===== src/rtl/rv32i_pkg.sv =====
// ----------------------------------------------------------------------------
// rv32i_pkg
// Shared widths and types for the RV32I out-of-order back end.
//   PU_ID_BW             - width of a processing-unit identifier
//   REG_FILE_BW          - architectural/physical register width
//   PHYS_REG_FILE_IDX_BW - physical register file index (producer tag) width
//   ROB_IDX_BW           - reorder-buffer index width
//   RS_ENTRY_T           - one reservation-station entry (operands + payload)
// ----------------------------------------------------------------------------
package rv32i_pkg;

    localparam int PU_ID_BW             = 2;
    localparam int REG_FILE_BW          = 32;
    localparam int PHYS_REG_FILE_IDX_BW = 6;
    localparam int ROB_IDX_BW           = 5;

    typedef struct packed {
        logic                            src1_value_vld;
        logic [REG_FILE_BW-1:0]          src1_value;
        logic [PHYS_REG_FILE_IDX_BW-1:0] src1_phys_rf_tag;
        logic                            src2_value_vld;
        logic [REG_FILE_BW-1:0]          src2_value;
        logic [PHYS_REG_FILE_IDX_BW-1:0] src2_phys_rf_tag;
        logic                            dst_phys_rf_vld;
        logic [PHYS_REG_FILE_IDX_BW-1:0] dst_phys_rf_tag;
        logic [REG_FILE_BW-1:0]          imm;
        logic [ROB_IDX_BW-1:0]           rob_idx;
    } RS_ENTRY_T;

    // True when the write-back bus is producing the register an operand waits on.
    function automatic logic snoop_hit(
        input logic                            write_back,
        input logic [PHYS_REG_FILE_IDX_BW-1:0] wr_idx,
        input logic [PHYS_REG_FILE_IDX_BW-1:0] tag
    );
        return write_back & (wr_idx == tag);
    endfunction

endpackage


===== src/rtl/rv32i_age_matrix.sv =====
// ----------------------------------------------------------------------------
// rv32i_age_matrix
// Older-than matrix tracking allocation order of RS_DEPTH slots and picking
// the oldest slot among a request vector.
//   clk, rst  - clock, asynchronous active-high reset
//   alloc     - one-hot (or zero) slot being allocated this edge
//   req       - slots competing for selection
//   oldest    - one-hot oldest requesting slot (zero when req is zero)
// ----------------------------------------------------------------------------
module rv32i_age_matrix #(
    parameter int RS_DEPTH = 4
) (
    input  logic                clk,
    input  logic                rst,
    input  logic [RS_DEPTH-1:0] alloc,
    input  logic [RS_DEPTH-1:0] req,
    output logic [RS_DEPTH-1:0] oldest
);

    // older[i][j] = 1: slot i was allocated before slot j.
    logic [RS_DEPTH-1:0][RS_DEPTH-1:0] older;
    logic [RS_DEPTH-1:0]               blocked;

    // A new allocation is younger than every other slot: clear its row,
    // set its column. Stale bits of freed slots are overwritten on reuse.
    always_ff @(posedge clk or posedge rst) begin
        if (rst) begin
            older <= '0;
        end else begin
            for (int i = 0; i < RS_DEPTH; i++) begin
                for (int j = 0; j < RS_DEPTH; j++) begin
                    if (alloc[i]) begin
                        older[i][j] <= 1'b0;
                    end else if (alloc[j]) begin
                        older[i][j] <= 1'b1;
                    end
                end
            end
        end
    end

    always_comb begin
        blocked = '0;
        oldest  = '0;
        for (int i = 0; i < RS_DEPTH; i++) begin
            for (int j = 0; j < RS_DEPTH; j++) begin
                if ((j != i) && req[j] && older[j][i]) begin
                    blocked[i] = 1'b1;
                end
            end
            oldest[i] = req[i] & ~blocked[i];
        end
    end

endmodule


===== src/rtl/rv32i_rsrv_sttn.sv =====
// ----------------------------------------------------------------------------
// rv32i_rsrv_sttn
// Reservation station for one processing unit: holds dispatched instructions
// until both operands are valid (snooping the write-back bus), then moves the
// oldest ready one into an issue register handed to the PU.
//   clk, rst                  - clock, asynchronous active-high reset
//   i_dispatch, i_pu_id       - dispatch strobe and target PU
//   i_src*_value_vld/value/.. - operand values or producer tags
//   i_dst_*, i_imm, i_rob_idx - payload carried to the PU
//   i_write_back, i_phys_rf_wr_idx, i_wdata - write-back snoop bus
//   o_full                    - all entries occupied
//   o_issue, i_pu_rdy         - issue register valid / PU accepts it
//   o_src*_value, o_dst_*, o_imm, o_rob_idx - issue register payload
// ----------------------------------------------------------------------------
module rv32i_rsrv_sttn
    import rv32i_pkg::*;
#(
    parameter int                  RS_DEPTH = 4,
    parameter logic [PU_ID_BW-1:0] PU_ID    = '0
) (
    input  logic                            clk,
    input  logic                            rst,
    input  logic                            i_dispatch,
    input  logic [PU_ID_BW-1:0]             i_pu_id,
    input  logic                            i_src1_value_vld,
    input  logic                            i_src2_value_vld,
    input  logic [REG_FILE_BW-1:0]          i_src1_value,
    input  logic [REG_FILE_BW-1:0]          i_src2_value,
    input  logic [PHYS_REG_FILE_IDX_BW-1:0] i_src1_phys_rf_tag,
    input  logic [PHYS_REG_FILE_IDX_BW-1:0] i_src2_phys_rf_tag,
    input  logic                            i_dst_phys_rf_vld,
    input  logic [PHYS_REG_FILE_IDX_BW-1:0] i_dst_phys_rf_tag,
    input  logic [REG_FILE_BW-1:0]          i_imm,
    input  logic [ROB_IDX_BW-1:0]           i_rob_idx,
    input  logic                            i_write_back,
    input  logic [PHYS_REG_FILE_IDX_BW-1:0] i_phys_rf_wr_idx,
    input  logic [REG_FILE_BW-1:0]          i_wdata,
    output logic                            o_full,
    output logic                            o_issue,
    input  logic                            i_pu_rdy,
    output logic [REG_FILE_BW-1:0]          o_src1_value,
    output logic [REG_FILE_BW-1:0]          o_src2_value,
    output logic                            o_dst_phys_rf_vld,
    output logic [PHYS_REG_FILE_IDX_BW-1:0] o_dst_phys_rf_tag,
    output logic [REG_FILE_BW-1:0]          o_imm,
    output logic [ROB_IDX_BW-1:0]           o_rob_idx
);

    RS_ENTRY_T                       ent [RS_DEPTH];
    logic [RS_DEPTH-1:0]             ent_vld;
    logic [RS_DEPTH-1:0]             free_oh;
    logic [RS_DEPTH-1:0]             alloc_oh;
    logic [RS_DEPTH-1:0]             rdy_vec;
    logic [RS_DEPTH-1:0]             sel_oh;
    logic                            found_free;
    logic                            accept;
    logic                            load_en;
    logic                            take;
    RS_ENTRY_T                       new_ent;

    logic [REG_FILE_BW-1:0]          sel_src1;
    logic [REG_FILE_BW-1:0]          sel_src2;
    logic                            sel_dst_vld;
    logic [PHYS_REG_FILE_IDX_BW-1:0] sel_dst_tag;
    logic [REG_FILE_BW-1:0]          sel_imm;
    logic [ROB_IDX_BW-1:0]           sel_rob;

    // Capacity is judged on current occupancy only; an entry leaving for the
    // issue register this cycle is not offered to dispatch until next cycle.
    assign o_full   = &ent_vld;
    assign accept   = i_dispatch & (i_pu_id == PU_ID) & ~o_full;
    assign alloc_oh = accept ? free_oh : '0;
    assign load_en  = ~o_issue | i_pu_rdy;
    assign take     = load_en & (|rdy_vec);

    always_comb begin
        free_oh    = '0;
        found_free = 1'b0;
        rdy_vec    = '0;
        for (int i = 0; i < RS_DEPTH; i++) begin
            if (!ent_vld[i] && !found_free) begin
                free_oh[i] = 1'b1;
                found_free = 1'b1;
            end
            rdy_vec[i] = ent_vld[i] & ent[i].src1_value_vld & ent[i].src2_value_vld;
        end
    end

    // Incoming operands also snoop the write-back bus so a result produced on
    // the accept edge is not missed.
    always_comb begin
        new_ent                  = '0;
        new_ent.src1_value_vld   = i_src1_value_vld |
                                   snoop_hit(i_write_back, i_phys_rf_wr_idx, i_src1_phys_rf_tag);
        new_ent.src1_value       = i_src1_value_vld ? i_src1_value : i_wdata;
        new_ent.src1_phys_rf_tag = i_src1_phys_rf_tag;
        new_ent.src2_value_vld   = i_src2_value_vld |
                                   snoop_hit(i_write_back, i_phys_rf_wr_idx, i_src2_phys_rf_tag);
        new_ent.src2_value       = i_src2_value_vld ? i_src2_value : i_wdata;
        new_ent.src2_phys_rf_tag = i_src2_phys_rf_tag;
        new_ent.dst_phys_rf_vld  = i_dst_phys_rf_vld;
        new_ent.dst_phys_rf_tag  = i_dst_phys_rf_tag;
        new_ent.imm              = i_imm;
        new_ent.rob_idx          = i_rob_idx;
    end

    rv32i_age_matrix #(
        .RS_DEPTH (RS_DEPTH)
    ) u_age (
        .clk    (clk),
        .rst    (rst),
        .alloc  (alloc_oh),
        .req    (rdy_vec),
        .oldest (sel_oh)
    );

    always_comb begin
        sel_src1    = '0;
        sel_src2    = '0;
        sel_dst_vld = 1'b0;
        sel_dst_tag = '0;
        sel_imm     = '0;
        sel_rob     = '0;
        for (int i = 0; i < RS_DEPTH; i++) begin
            if (sel_oh[i]) begin
                sel_src1    = ent[i].src1_value;
                sel_src2    = ent[i].src2_value;
                sel_dst_vld = ent[i].dst_phys_rf_vld;
                sel_dst_tag = ent[i].dst_phys_rf_tag;
                sel_imm     = ent[i].imm;
                sel_rob     = ent[i].rob_idx;
            end
        end
    end

    always_ff @(posedge clk or posedge rst) begin
        if (rst) begin
            ent_vld <= '0;
            for (int i = 0; i < RS_DEPTH; i++) begin
                ent[i] <= '0;
            end
        end else begin
            for (int i = 0; i < RS_DEPTH; i++) begin
                if (alloc_oh[i]) begin
                    ent_vld[i] <= 1'b1;
                    ent[i]     <= new_ent;
                end else begin
                    if (take && sel_oh[i]) begin
                        ent_vld[i] <= 1'b0;
                    end
                    if (ent_vld[i] && !ent[i].src1_value_vld &&
                        snoop_hit(i_write_back, i_phys_rf_wr_idx, ent[i].src1_phys_rf_tag)) begin
                        ent[i].src1_value_vld <= 1'b1;
                        ent[i].src1_value     <= i_wdata;
                    end
                    if (ent_vld[i] && !ent[i].src2_value_vld &&
                        snoop_hit(i_write_back, i_phys_rf_wr_idx, ent[i].src2_phys_rf_tag)) begin
                        ent[i].src2_value_vld <= 1'b1;
                        ent[i].src2_value     <= i_wdata;
                    end
                end
            end
        end
    end

    // Issue register: payload is only rewritten on a load, so it holds
    // steady while the PU stalls.
    always_ff @(posedge clk or posedge rst) begin
        if (rst) begin
            o_issue           <= 1'b0;
            o_src1_value      <= '0;
            o_src2_value      <= '0;
            o_dst_phys_rf_vld <= 1'b0;
            o_dst_phys_rf_tag <= '0;
            o_imm             <= '0;
            o_rob_idx         <= '0;
        end else if (load_en) begin
            o_issue <= take;
            if (take) begin
                o_src1_value      <= sel_src1;
                o_src2_value      <= sel_src2;
                o_dst_phys_rf_vld <= sel_dst_vld;
                o_dst_phys_rf_tag <= sel_dst_tag;
                o_imm             <= sel_imm;
                o_rob_idx         <= sel_rob;
            end
        end
    end

endmodule


===== config.mk =====
export PLATFORM = sky130hd
export DESIGN_NAME = rv32i_rsrv_sttn
export DESIGN_NICKNAME = d
export VERILOG_FILES = /design/src/rtl/rv32i_pkg.sv /design/src/rtl/rv32i_age_matrix.sv /design/src/rtl/rv32i_rsrv_sttn.sv
export SDC_FILE = /design/constraint.sdc
export NUM_CORES = 2
export LEC_CHECK = 0
export ABC_AREA = 1
export CAP_MARGIN = 0
export CORE_UTILIZATION = 29
export CTS_CLUSTER_DIAMETER = 80
export CTS_CLUSTER_SIZE = 14
export DETAILED_ROUTE_END_ITERATION = 8
export SLEW_MARGIN = 15
export SYNTH_ARGS = -nofsm -noshare
export SYNTH_HDL_FRONTEND = slang
export SYNTH_SLANG_ARGS = --single-unit

===== constraint.sdc =====
create_clock -name clk -period 26.7 [get_ports clk]
set_input_delay 4.005 -clock clk [delete_from_list [all_inputs] [get_ports clk]]
set_output_delay 4.005 -clock clk [all_outputs]
set_load 0.005 [all_outputs]

# ---- Word level (Yosys, flattened, before mapping)
# Index checks and enable logic that the tools add are counted.
# Widths: inputs -> output; s select.
dict set report word_totals {
  ff_bits 613
  input_bits 167
  output_inout_bits 110
  elab_cells 262
}
dict set report classes {
  n_eq_ne 10
  mux 85
  n_bitwise 34
  n_reduce_logical 70
}
# cell n
set ops {}
lappend ops {{$mux 33} 16}
lappend ops {{$mux 32} 14}
lappend ops {{$eq 6x6->1} 10}
lappend ops {{$mux 1} 46}
lappend ops {{$reduce_bool 2->1} 18}
lappend ops {{$logic_and 1x1->1} 35}
lappend ops {{$and 1x1->1} 25}
lappend ops {{$mux 6} 4}
lappend ops {{$mux 5} 4}
lappend ops {{$logic_not 1->1} 13}
lappend ops {{$not 1->1} 6}
lappend ops {{$mux 4} 1}
lappend ops {{$reduce_and 4->1} 1}
lappend ops {{$reduce_or 4->1} 1}
lappend ops {{$or 1x1->1} 3}
lappend ops {{$logic_not 2->1} 1}
lappend ops {{$reduce_and 2->1} 1}

# ---- Depth between registers and ports, before layout
dict set report depth {
  depth_word 12
  ltp_mapped 12
  depth_no_buf 9
}

# ---- By module
# Synthesis repeated with hierarchy kept, for this count alone.
dict set report unflattened {
  cells_unflattened 4187
  hier_area_um2 30556.8
}
# mod n_inst cells_per_inst area_each_um2 seq_area_each_um2
set by_module_without_submodules {}
lappend by_module_without_submodules {rv32i_rsrv_sttn 1 4126 30072.6 15039.4}
lappend by_module_without_submodules {rv32i_age_matrix 1 61 484.2 300.3}

# ---- Worst setup path before layout
# No wires, ideal clock.
dict set report synth_path {
  kind {input port to flip-flop}
  startpoint {input i_pu_id[1]}
  endpoint {register ent[416] in the netlist's numbering}
  setup_ns 0.117
  t_arrival_ns 5.167
  required_ns 26.583
  path_slack_ns 21.416
  stages 10
  n_path_buf 2
  cell_sequence {nor2_1 -> nand2_1 -> nor3_4 -> inv_2 -> buf_6 -> buf_2 -> nand2_1 -> o21ai_1 -> nand2_1 -> nand2_1}
}
dict set report synth_between {
  elab_chain_cells 5
  word_cells_on_any_way 6
  cone_classes {mux (2); bitwise (2); reduce/logical (2)}
}
# item line_no
set synth_lines {}
lappend synth_lines {{from (decl)} rv32i_rsrv_sttn.sv:24} ;# input logic [PU_ID_BW-1:0] i_pu_id,
lappend synth_lines {{$logic_not 2->1 (*)} rv32i_rsrv_sttn.sv:71} ;# assign accept = i_dispatch & (i_pu_id == PU_ID) & ~o_full;
lappend synth_lines {{$and 1x1->1 (*) (2 in a row)} rv32i_rsrv_sttn.sv:71}
lappend synth_lines {{$mux 4 (*)} rv32i_rsrv_sttn.sv:72} ;# assign alloc_oh = accept ? free_oh : '0;
lappend synth_lines {{$mux 33 / $reduce_bool 2->1 (equally long branches)} --}
lappend synth_lines {{to (signal, indexed assignment)} rv32i_rsrv_sttn.sv:146} ;# ent[i] <= new_ent;
lappend synth_lines {{to (decl)} rv32i_rsrv_sttn.sv:49} ;# RS_ENTRY_T ent [RS_DEPTH];
# Mark *: on every way between the ends. The rest lies on a longest branch, timed or not.
# A chain may end at the register's enable or synchronous reset.

# ---- Final worst setup path
dict set report layout_path {
  startpoint {input i_pu_rdy}
  endpoint {register o_imm[12]}
}
dict set report layout_between {
  elab_chain_cells 3
}
# item line_no
set layout_lines {}
lappend layout_lines {{from (decl)} rv32i_rsrv_sttn.sv:40} ;# input logic i_pu_rdy,
lappend layout_lines {{$or 1x1->1 (*)} rv32i_rsrv_sttn.sv:73} ;# assign load_en = ~o_issue | i_pu_rdy;
lappend layout_lines {{$and 1x1->1} rv32i_rsrv_sttn.sv:74} ;# assign take = load_en & (|rdy_vec);
lappend layout_lines {{$reduce_and 2->1 (no source line) (*)} --}
lappend layout_lines {{to (signal assigned)} rv32i_rsrv_sttn.sv:184} ;# o_imm <= sel_imm;
lappend layout_lines {{to (decl)} rv32i_rsrv_sttn.sv:45} ;# output logic [REG_FILE_BW-1:0] o_imm,
# Marked as above.

==> metrics <==
Least-Margin Pin Slew 1.193 ns; max_cap viols 0; Non-Filler Cell Area, Final 35940 µm²; DR DRC count 28; die height 329.0 µm; TritonRoute pass-1 iters 7; standard-cell rows 119; Post-synth top cells nand2_1, dfrtp_1, nand3_1; Crit. End Element register; Starting DRT DRC Count 2779; hold_buf cts 0; setup TNS 0 ns; Yosys top cell by area dfrtp_1; VDD IR-drop max 0.06095 mV; status finished, violations left; Pwr Density 105.0 nW/µm²; failing checks DRC; CTS clk-pin slew, worst paths 0.07 ns; fin nets 4459; Final WS setup 19.43 ns; Yosys top cell area share 0.4946; Top Usage Layer GRT met2; Final Hold Viols 0; postcts setup bufs 0; fraction of layout cells with a size suffix above 1 0.03724; routability cong. 0.8241; initial antenna violation count 11; HP Class register to register; WL per Instance 19.47 µm; met3 GRT Util 0.03318; Syn. warnings 0; TritonCTS clock tree yes; Netlist cell types 32; I/O Pins 277; Syn Nets 4379; count leader, synth nand2_1; via count of the first global-routing pass 27020; grt met1 use 0.2722; Top FF cell, synth dfrtp_1; CTS resizes 0; Max FO, Critical Path 62; CP required 27.25 ns; Die Wd 329.0 µm; Initial Util 0.2934; main area contributors after synthesis dfrtp_1, nand2_1, nand3_1; Total GRT Usage 0.2015; Longest Clk Path Bufs 3; first-pass GRT wire length 168100 µm; P_leak 18.33 nW; Max Clk Rate 137.5 MHz; pre-CTS setup slack 18.83 ns; crit share post-route 0.2724; Power Total 3.773 mW; Via density 5.017; mapped cell area 31020 µm²; root buf cell clkbuf_16; largest net degree at the start of global routing 210; met2 Use GR 0.3228; startpoint types input pin; final number of setup-violating endpoints 0; cts bufs inserted 50; IO buf count 276; Clock Skew 0.04607 ns; clock sink count 613; Area Overhead vs Synth 15.87%; dpl cell area 34590 µm²; Std-Cell Core Area 105700 µm²; RSZ-0062 raised after global routing no; Post-synth EDFFs 0; synthesized flop and latch total 613; Cells after Synth 4212; min cycle time layout 7.274 ns; Via Count 28570; Slew Viols, Final 0; GRT Residual Overflow 0; WS Path Type input pin to register; crit path DAT 7.82 ns; routed wire length 110900 µm; H-tree depth 2; slew margin rel. 0.2048; synthesized area per cell 7.364 µm²; worst skew pair latency 0.64 ns; sequential-to-total area share from yosys stat 0.4946; total die area 108300 µm²; Post-DRT Antenna Nets 0; Async SR Flop Fraction 1.000; Final HPWL DP 64310 µm
## power breakdown
group | internal (mW) | leakage (nW) | switching, mW
combinational | 0.525 | 9.76 | 0.973
clock | 0.343 | 0.651 | 0.351
sequential | 1.33 | 7.91 | 0.246
## cells in the final DEF (no fill, tap or decap), drive strengths merged
cell type,count
a21oi,114
buf,45
bufinv,1
clkbuf,50
clkdlybuf4s50,276
clkinv,1
clkinvlp,1
dfrtp,613
diode,7
inv,243
nand2,1469
nand3,508
nand3b,2
nand4,5
nor2,356
nor3,9
o211ai,1
o21a,4
o21ai,559
o22ai,1
or2,4
xnor2,17
xor2,17
## worst paths after layout
path                             from   endpoint  cells past startpoint  slack, ns
setup reg to reg           ent_vld[0]  o_imm[12]                     10      22.16
max in group asynchronous         rst   ent[359]                      4      20.38
hold / removal               ent[392]   ent[392]                      2       0.48
hold reg to reg              ent[392]   ent[392]                      2       0.48
min in group asynchronous         rst   ent[102]                      2       3.93
setup / recovery             i_pu_rdy  o_imm[12]                      9      19.43
## routing by layer
metal  wire [µm]  vias to the layer above
met4        3736                        6
met5          34                        -
met3        7478                      187
met1       48200                    13790
met2       51420                      974
li1            -                    13610
## worst max-delay path, cell delays in order
cell	delay [ns]
clkdlybuf4s50_1	0.47
nor2_1	0.07
nor2_4	0.70
buf_4	0.82
nand2_4	0.63
buf_4	0.60
nor2_1	0.23
nand2_1	0.07
nand2_1	0.05
## layout make-up
class,count,area (µm²)
inverters,240,925.9
well taps,1391,1740
clock buffers,50,1251
multi-input cells,3066,13460
clock inverters,6,80.08
fillers,11190,69780
flip-flops and latches,613,15340
repair buffers,321,3126
diodes,7,17.52
## stage by stage
stage          hold WS (ns)  cells  utilization
6_report             0.4847   5694       0.3399
5_1_grt              0.5030   5693       0.3399
4_1_cts              0.4898   5687       0.3398
3_5_place_dp         0.4730   5631       0.3272
3_3_place_gp         0.4636   5631       0.3272
2_1_floorplan        0.4496   4212            -
## sequential cells by signal (all words and copies together), names as in the netlist
register           count
o_rob_idx              5
o_issue                1
ent                  488
o_dst_phys_rf_tag      6
o_dst_phys_rf_vld      1
ent_vld                4
u_age.older           12
o_src1_value          32
o_src2_value          32
o_imm                 32
## kinds of logic (layout without fill, tap and decap cells)
logic type      after synthesis  in the layout  share of synthesized area
compound gates              679            679                     0.1124
xor+xnor                     34             34                   0.009601
buf+inv                     533            617                    0.07423
flops                       613            613                     0.4946
other cells                   0              7                          0
simple gates               2353           2353                     0.3092
No activity file was read; power rests on OpenSTA's default activity.
